<file path="config.mk">
export PLATFORM = sky130hd
export DESIGN_NAME = lc_sweep
export DESIGN_NICKNAME = d
export VERILOG_FILES = /design/src/rtl/lc_sweep.sv
export SDC_FILE = /design/constraint.sdc
export NUM_CORES = 1
export LEC_CHECK = 0
export CORE_MARGIN = 8
export CORE_UTILIZATION = 55
export DETAILED_ROUTE_END_ITERATION = 6
export PLACE_DENSITY = 0.79
export SETUP_SLACK_MARGIN = 0.5
export SKIP_LAST_GASP = 1
export SYNTH_ARGS = -nofsm -noshare
export SYNTH_HDL_FRONTEND = slang
export SYNTH_SLANG_ARGS = --single-unit
</file>
<file path="constraint.sdc">
create_clock -name clk -period 4.05 [get_ports clk]
set_input_delay 0.81 -clock clk [delete_from_list [all_inputs] [get_ports clk]]
set_output_delay 0.81 -clock clk [all_outputs]
set_load 0.02 [all_outputs]
</file>
<file path="src/rtl/lc_sweep.sv">
// rtl/lc_sweep.sv - exhaustive truth-table sweep of an external combinational circuit; optional checker under LC_SWEEP_CHECK_EN
module lc_sweep #(
    parameter int N    = 2,
    parameter int HOLD = 4
) (
    input  logic               clk,
    input  logic               rst_n,
    input  logic               start,
    input  logic               dut_in,
`ifdef LC_SWEEP_CHECK_EN
    input  logic [(1<<N)-1:0]  expected,
    output logic [N:0]         err_cnt,
    output logic               pass,
`endif
    output logic [N-1:0]       vec_out,
    output logic               busy,
    output logic               done,
    output logic [(1<<N)-1:0]  result
);

    localparam logic [7:0]   HOLD_LAST = 8'(HOLD - 1);
    localparam logic [N-1:0] VEC_LAST  = '1;

    typedef enum logic [1:0] {
        IDLE   = 2'd0,
        SETTLE = 2'd1,
        DONE   = 2'd2
    } state_t;

    state_t     state;
    state_t     state_next;
    logic [7:0] hold_cnt;
    logic       accept;
    logic       sample;
    logic       last_vec;

    // A start only counts while idle; a sample happens on the last hold cycle of each vector.
    assign accept   = (state == IDLE) && start;
    assign sample   = (state == SETTLE) && (hold_cnt == HOLD_LAST);
    assign last_vec = (vec_out == VEC_LAST);

    // State register.
    always_ff @(posedge clk) begin
        if (!rst_n) begin
            state <= IDLE;
        end else begin
            state <= state_next;
        end
    end

    // Next-state logic: the sweep ends on the sample of the all-ones vector.
    always_comb begin
        state_next = state;
        case (state)
            IDLE:    if (start) state_next = SETTLE;
            SETTLE:  if (sample && last_vec) state_next = DONE;
            DONE:    state_next = IDLE;
            default: state_next = IDLE;
        endcase
    end

    // Status outputs decoded straight from the state so done lasts exactly the DONE cycle.
    always_comb begin
        busy = 1'b0;
        done = 1'b0;
        case (state)
            SETTLE:  busy = 1'b1;
            DONE:    done = 1'b1;
            default: begin
                busy = 1'b0;
                done = 1'b0;
            end
        endcase
    end

    // Sweep datapath: hold counter, vector stepping and truth-table capture.
    always_ff @(posedge clk) begin
        if (!rst_n) begin
            vec_out  <= '0;
            hold_cnt <= '0;
            result   <= '0;
        end else if (accept) begin
            vec_out  <= '0;
            hold_cnt <= '0;
            result   <= '0;
        end else if (state == SETTLE) begin
            if (sample) begin
                result[vec_out] <= dut_in;
                if (last_vec) begin
                    // Vector stays at all-ones; it must not wrap back to zero.
                    hold_cnt <= hold_cnt + 8'd1;
                end else begin
                    vec_out  <= vec_out + N'(1);
                    hold_cnt <= '0;
                end
            end else begin
                hold_cnt <= hold_cnt + 8'd1;
            end
        end
    end

`ifdef LC_SWEEP_CHECK_EN
    logic [(1<<N)-1:0] exp_q;
    logic              mismatch;
    logic [N:0]        err_next;

    // Compare each sample against the reference captured when the sweep was accepted.
    assign mismatch = sample && (dut_in != exp_q[vec_out]);
    assign err_next = err_cnt + {{N{1'b0}}, mismatch};

    // Checker state: error count per sweep, pass flag settles together with done.
    always_ff @(posedge clk) begin
        if (!rst_n) begin
            exp_q   <= '0;
            err_cnt <= '0;
            pass    <= 1'b0;
        end else if (accept) begin
            exp_q   <= expected;
            err_cnt <= '0;
            pass    <= 1'b0;
        end else if (sample) begin
            err_cnt <= err_next;
            if (last_vec) begin
                pass <= (err_next == '0);
            end
        end
    end
`endif

endmodule

</file>
* Yosys cells after proc, flatten, opt, wreduce, memory -nomap -nowiden *
Index checks and enable logic that the tools add are counted.

storage, ports and cells
  flip-flop bits (word level) = 16
  latch bits = 0
  memory bits (writable) = 0
  ROM bits = 0
  output and inout port bits = 8
  word-level logic and storage cells = 35
  memories = 0

operators by class
  $add $sub $neg = 2
  $mul = 0
  div/mod/pow operators = 0
  order comparisons = 2
  equality and inequality tests = 6
  shift operators = 0
  multiplexer cells = 10
  bitwise operators = 2
  reduce and logical (&&, ||, !) cells = 9

operators by type and width
  operator                                                     count
  2-to-1 mux 8 bit                                             2
  adder 8 x 1 -> 8 bit (second input constant)                 1
  == test 8 x 2 -> 1 bit (second input constant)               1
  bitwise mux 4 bit                                            1
  == test 2 bit (second input constant)                        2
  logical AND 1 bit                                            4
  2-to-1 mux 2 bit                                             2
  != test 2 bit (second input constant)                        2
  case mux 2 bit (2 select lines)                              1
  AND reduction 2 bit                                          2
  less-than comparator 2 x 3 -> 1 bit (second input constant)  1
  2-to-1 mux 1 bit                                             3
  AND reduction 3 bit                                          1
  adder 2 x 1 -> 2 bit (second input constant)                 1
  demux 1 bit (select 2 bit)                                   1
  == test 2 x 1 -> 1 bit (second input constant)               1
  >= comparator 2 x 1 -> 1 bit (second input constant)         1
  zero test 2 bit                                              1
  inverter 1 bit                                               2
  OR reduction 2 bit                                           1

* Longest topological paths before layout *
Gate-level depths: netlist of the first run.

  depth in word-level cells = 5
  mapped depth = 6

* Least setup slack after synthesis of the first run *
OpenSTA, ideal clock, no wires.

  kind = input-to-reg
  start point = input start
  end point = register result[0]
  library setup time = 0.122 ns
  data arrival time = 1.616 ns
  data required time = 3.928 ns
  setup slack = 2.312 ns
  stages = 4
  cell sequence = or3b_2 > clkbuf_1 > nand3_1 > mux2i_1

between the ends
  word-level cells in the longest chain between the ends = 2

ends and longest elaborated chain
  what                            line  RTL
  start: declaration              8     input logic start,
  logical AND 1 bit               38    assign accept = (state == IDLE) && start;
  OR reduction 2 bit (no line)    --
  end signal: indexed assignment  88    result[vec_out] <= dut_in;
  end: declaration                18    output logic [(1<<N)-1:0] result

Every way passes these cells.
A chain may end at the register's enable or synchronous reset.

* Final worst setup path of the first run *
  start point = register state[0]
  end point = output busy

between the ends
  word-level cells in the longest chain between the ends = 2

ends and longest elaborated chain
  what                      line  RTL
  start: declaration        30    state_t state;
  start signal: assignment  47    state <= state_next;
  == test 2 x 1 -> 1 bit    66    case (state)
  2-to-1 mux 1 bit          66
  end: declaration          16    output logic busy,

Every way passes these cells.

==> flow_metrics.tcl, run 1 <==
set metrics [dict create \
    whs_endpoint "result[3]$_SDFFE_PP0P_" \
    min-delay-start "result[3]$_SDFFE_PP0P_" \
    slew-limit-headroom 0.624 \
    grt_use_total 0.128 \
    syn-num-nets 97 \
    ir_drop_mv 0.169 \
    grt_max_degree 15 \
    crit_required_ns 3.24 \
    die_h_um 54.6 \
    post_drt_via_cell_ratio 6.06 \
    hold_path.class "reg2reg" \
    std_cell_rows 14 \
    drv_cap 0 \
    syn_avg_cell_area_sq_um 9.31 \
    grt_pass1_wl_um 2730 \
    reg2reg_to "vec_out[1]$_SDFFE_PP0P_" \
    finalHoldViolations 0 \
    cts_tree "done" \
    setup_violations 0 \
    drt_iter0_drc 13 \
    ys_top_cells_by_area "dfxtp_1 (39%), ha_1 (7.6%), mux2i_1 (7.3%)" \
    p_seq_frac 0.560 \
    layout_commonest_cell "dfxtp_1" \
    final_cell_mix "dfxtp_1 (16), clkdlybuf4s50_1 (11), nand3_1 (10)" \
    internal_power_uw 222 \
    cts_buffers 3 \
    placed_area_sq_um 927 \
    period_share 0.632 \
    period_needed_ns 2.56 \
    dp_cells 111 \
    p_comb_frac 0.063 \
    tns_ns 0 \
    cts.sinks 16 \
    clk-insertion-delay-late_ns 0.29 \
    fp.dieW_um 54.6 \
    vias 697 \
    io_pins 12 \
    criticalPathCategory "reg2out" \
    htree_levels 1 \
    status "complete, no violations" \
    worst_ep_arrival_time_ns 1.75 \
    cts_resized 0 \
    dr.pass1.iters 4 \
    synth_top_cell_by_area "dfxtp_1" \
    grt-ovfl-total 0 \
    dieArea_sq_um 2980 \
    cp-end-kind "output port" \
    initial_core_util 0.564 \
    root_buffer "clkbuf_4" \
    ys_seq_elements 16 \
    globalplace.congestion 0.821 \
    min_path_cells 2 \
    grt_pass1_vias 621 \
    post-synth-top-area-fraction 0.391 \
    drt-total-wl_um 1650 \
    yosysUniqueCellTypes 27 \
    ff2ff_setup_slack_ns 2.26 \
    r2r_cells 3 \
    drive_above_1_share 0.0707 \
    post-cts-setup-buffers 0 \
    ctsHoldBuffers 0 \
    postRouteAntennaNets 0 \
    p_clk_frac 0.377 \
    drv_slew 0 \
    power_switching_uw 65.9 \
    start_kind "register" \
    core_sq_um 1450 \
    antenna_found_initial 0 \
    dp_hpwl_um 1190 \
    yosys_warnings 0 \
    path_clk_slew_ns 0.10 \
    nFillCells 129 \
    final_cell_area_sq_um 963 \
    timing.rr.start "hold_cnt[2]$_SDFFE_PP0N_" \
    drt-wirelength-per-cell_um 14.3 \
    p_sw_frac 0.229 \
    rsz0062_at_grt "no" \
    finalPower_uw 287 \
    n_antenna_cell 0 \
    fin_nets 109 \
    leakagePower_uw 0.000339 \
    syn_inst 88 \
    clk_path_buf_depth 2 \
    p_per_area_nw_per_um2 298 \
    areaGrowthSynthToFinish_pct 17.6 \
    yosysSeqAreaShare 0.391 \
    cp_max_fo 7 \
    tightest_slew_ns 0.560 \
    portBuffers 11 \
    fin_cells 115 \
    syn_area_sq_um 820 \
    finClkSkew_ns 0.000831 \
    timing.fmax_mhz 391 \
    post-route-drc-count 0 \
]
critical path: stages, from the launching register on:
cell and delay (ns):
dfxtp_1 0.43, nor2b_1 0.35, clkdlybuf4s50_1 0.67
synthesized netlist by cell type:
cell / n
a211oi_1: 4
and3b_1: 1
or4_1: 1
clkbuf_1: 3
o21ai_1: 1
nand4b_1: 2
nor2b_1: 2
inv_1: 4
xnor2_1: 2
nand3_1: 10
nand2_1: 3
nor4_2: 1
or3_1: 4
mux2i_1: 6
and4b_1: 1
dfxtp_1: 16
ha_1: 5
o21ai_0: 4
buf_6: 1
nand3b_1: 1
a211oi_2: 1
nor4bb_1: 1
nand4_1: 7
nor3_1: 2
or3b_2: 1
o31ai_1: 1
nor2_1: 3
logic make-up (layout without fill, tap and decap cells):
logic type,after synthesis,after routing,synth area share
simple gates,40,40,0.301
flops,16,16,0.391
compound gates,11,11,0.0916
buf+inv,8,19,0.0458
mux,6,6,0.0733
fa+ha+maj,5,5,0.0763
xor+xnor,2,2,0.0214
final cells by class:
class	count	area (sq um)	share of cell area
clock buffer	4	36.3	0.0377
inverter	4	15.0	0.0156
multi-input combinational	64	462	0.479
sequential	16	320	0.332
tap	16	20.0	0.0208
timing repair buffer	11	110	0.114
per-stage QoR:
step                hold WS [ns]  setup slack (ns)  utilization
floorplan                  0.469              2.31            -
global placement           0.462              1.70        0.638
detailed placement         0.467              1.65        0.638
CTS                        0.485              1.51        0.663
global route               0.510              1.37        0.663
finish                     0.480              1.49        0.663
power groups by stage:
| stage | combinational (uW) | clock (uW) | sequential [uW] |
|---|---|---|---|
| after global placement | 17.6 | 0 | 164 |
| after floorplan | 11.5 | 0 | 164 |
| after detailed placement | 18.0 | 0 | 165 |
| after CTS | 18.1 | 110 | 161 |
| after global routing | 20.2 | 115 | 161 |
| final | 18.1 | 108 | 161 |
flip-flops by register name, indices dropped and copies added (netlist names):
register / cells
hold_cnt: 8
result: 4
state: 2
vec_out: 2
how the worst max path moves through the flow:
stage | startpoint | end | slack, ns | depth (start not counted)
finish | state[0]$_SDFFE_PN0P_ | busy | 1.49 | 2
global route | state[0]$_SDFFE_PN0P_ | busy | 1.37 | 2
CTS | state[0]$_SDFFE_PN0P_ | busy | 1.51 | 2
detailed placement | start | hold_cnt[0]$_SDFFE_PP0N_ | 1.65 | 4
global placement | start | hold_cnt[0]$_SDFFE_PP0N_ | 1.70 | 4
floorplan | start | result[0]$_SDFFE_PP0P_ | 2.31 | 4
layer usage:
layer / track usage / share of wire / routed length (um)
met1: 0.145 / 0.46 / 752
met2: 0.196 / 0.48 / 791
met3: 0.0462 / 0.038 / 63
met4: 0.0861 / 0.025 / 41
met5: 0 / 0 / 0
(Power assumes the default switching activity.)
==> run 2: changes to the inputs <==
Settings changed: CORE_UTILIZATION 55 to 46, PLACE_DENSITY 0.79 to 0.7.
Clock period 4.05 ns to 2.1 ns, I/O delays scaled along.
==> run 2 against run 1 <==
  * Non-clock buffer count up 4
  * Sequential power increased by 93%
  * Setup slack worse by 0.94 ns
  * Global-route usage shrank 1.6 points
  * Total power rose by 94%
  * Cell count increased by 11%
  * Largest cell class unchanged
==> flow_metrics.tcl, run 2 (synthesis results as in run 1) <==
set metrics [dict create \
    grt-ovfl-total 0 \
    fin_cells 128 \
    dieArea_sq_um 3390 \
    rsz0062_at_grt "yes" \
    cts.sinks 16 \
    setup_violations 0 \
    largest-register "hold_cnt" \
    finalPower_uw 558 \
    period_needed_ns 1.55 \
    cp-end-kind "output port" \
    n_antenna_cell 0 \
    internal_power_uw 431 \
    period_share 0.736 \
    p_comb_frac 0.073 \
    dp_cells 124 \
    root_buffer "clkbuf_4" \
    p_clk_frac 0.371 \
    htree_levels 1 \
    fin_nets 113 \
    p_seq_frac 0.557 \
    ir_drop_mv 0.357 \
    portBuffers 11 \
    finClkSkew_ns 0.0152 \
    timing.rr.start "hold_cnt[0]$_SDFFE_PP0N_" \
    drt_iter0_drc 15 \
    post_drt_via_cell_ratio 5.54 \
    dr.pass1.iters 4 \
    slew-limit-headroom 0.738 \
    core_sq_um 1710 \
    reg2reg_to "vec_out[1]$_SDFFE_PP0P_" \
    min-delay-start "result[2]$_SDFFE_PP0P_" \
    areaGrowthSynthToFinish_pct 21.7 \
    r2r_cells 4 \
    fp.dieW_um 58.2 \
    drt-wirelength-per-cell_um 13.2 \
    layout_commonest_cell "dfxtp_1" \
    grt_pass1_vias 681 \
    timing.fmax_mhz 647 \
    postRouteAntennaNets 0 \
    crit_required_ns 1.68 \
    std_cell_rows 15 \
    antenna_found_initial 0 \
    ff2ff_setup_slack_ns 0.63 \
    globalplace.congestion 0.831 \
    initial_core_util 0.480 \
    clk-insertion-delay-late_ns 0.29 \
    post-route-drc-count 0 \
    cts_tree "done" \
    io_pins 12 \
    cp_max_fo 7 \
    finalHoldViolations 0 \
    vias 709 \
    grt_use_total 0.112 \
    grt_max_degree 14 \
    tightest_slew_ns 0.392 \
    cts_buffers 3 \
    clk_path_buf_depth 2 \
    ctsHoldBuffers 0 \
    criticalPathCategory "reg2out" \
    worst_ep_arrival_time_ns 1.13 \
    drv_cap 0 \
    p_sw_frac 0.226 \
    power_switching_uw 126 \
    drt-total-wl_um 1690 \
    start_kind "register" \
    final_cell_mix "dfxtp_1 (16), nand3_1 (10), nand4_1 (7)" \
    whs_endpoint "result[2]$_SDFFE_PP0P_" \
    leakagePower_uw 0.000387 \
    min_path_cells 2 \
    p_per_area_nw_per_um2 559 \
    die_h_um 58.2 \
    grt_pass1_wl_um 3020 \
    largestRegisters "hold_cnt: 8 flops, result: 4 flops" \
    path_clk_slew_ns 0.11 \
    tns_ns 0 \
    drv_slew 0 \
    dp_hpwl_um 1290 \
    drive_above_1_share 0.155 \
    status "complete, no violations" \
    largest_reg_flops 8 \
    hold_path.class "reg2reg" \
]
-- run 2: cell count changes in the layout (fill, tap and decap cells not counted), moves of 2 or more --
cell             change
buf_4                +4
clkbuf_2             +2
dlygate4sd2_1        +6
clkdlybuf4s50_1      -8
-- run 2: worst max-delay path by stage --
| stage | from | to | slack, ns | cells after the start |
|---|---|---|---|---|
| 2_1_floorplan | hold_cnt[0]$_SDFFE_PP0N_ | vec_out[0]$_SDFFE_PP0P_ | 0.66 | 6 |
| 3_3_place_gp | start | hold_cnt[6]$_SDFFE_PP0N_ | 0.20 | 4 |
| 3_5_place_dp | start | hold_cnt[0]$_SDFFE_PP0N_ | 0.19 | 4 |
| 4_1_cts | state[0]$_SDFFE_PN0P_ | busy | 0.41 | 2 |
| 5_1_grt | state[0]$_SDFFE_PN0P_ | busy | 0.49 | 2 |
| 6_report | state[0]$_SDFFE_PN0P_ | busy | 0.55 | 2 |
-- run 2: through the flow --
stage | setup slack [ns] | cell area (sq um) | hold WS, ns | utilization
2_1_floorplan | 0.659 | 820 | 0.469 | -
3_3_place_gp | 0.204 | 968 | 0.463 | 0.567
3_5_place_dp | 0.187 | 968 | 0.467 | 0.567
4_1_cts | 0.410 | 997 | 0.485 | 0.584
5_1_grt | 0.494 | 997 | 0.520 | 0.584
6_report | 0.554 | 997 | 0.479 | 0.584
-- run 2: critical path, cell delays in order, from the launching register on --
cell,delay (ns)
dfxtp_1,0.44
nor2b_1,0.20
clkbuf_2,0.19
-- run 2: repair_timing --
action / CTS / global route
buffers inserted: 0 / 0
gates resized for setup: 10 / 7
endpoints found under the setup margin: 11 / 8
endpoints found under the hold margin: 0 / 0
-- run 2: routing by layer --
layer	wire [um]	GRT usage	share of wire	vias up
met5	0	0	0	-
met1	762	0.128	0.45	329
li1	-	-	-	361
met3	67	0.0331	0.040	5
met4	29	0.0524	0.017	0
met2	828	0.186	0.49	14
-- run 2: cell type report --
cell class / instances / area [sq um]
Clock buffer: 4 / 36.3
Fill cell: 143 / 711
Inverter: 4 / 15.0
Multi-Input combinational cell: 64 / 472
Sequential cell: 16 / 320
Tap cell: 25 / 31.3
Timing Repair Buffer: 15 / 123
-- run 2: power groups by stage --
| stage | registers [uW] | clock network, uW | logic, uW |
|---|---|---|---|
| 2_1_floorplan | 317 | 0 | 22.1 |
| 3_3_place_gp | 317 | 0 | 38.9 |
| 3_5_place_dp | 317 | 0 | 40.4 |
| 4_1_cts | 310 | 210 | 39.5 |
| 5_1_grt | 311 | 234 | 44.6 |
| 6_report | 311 | 207 | 40.4 |
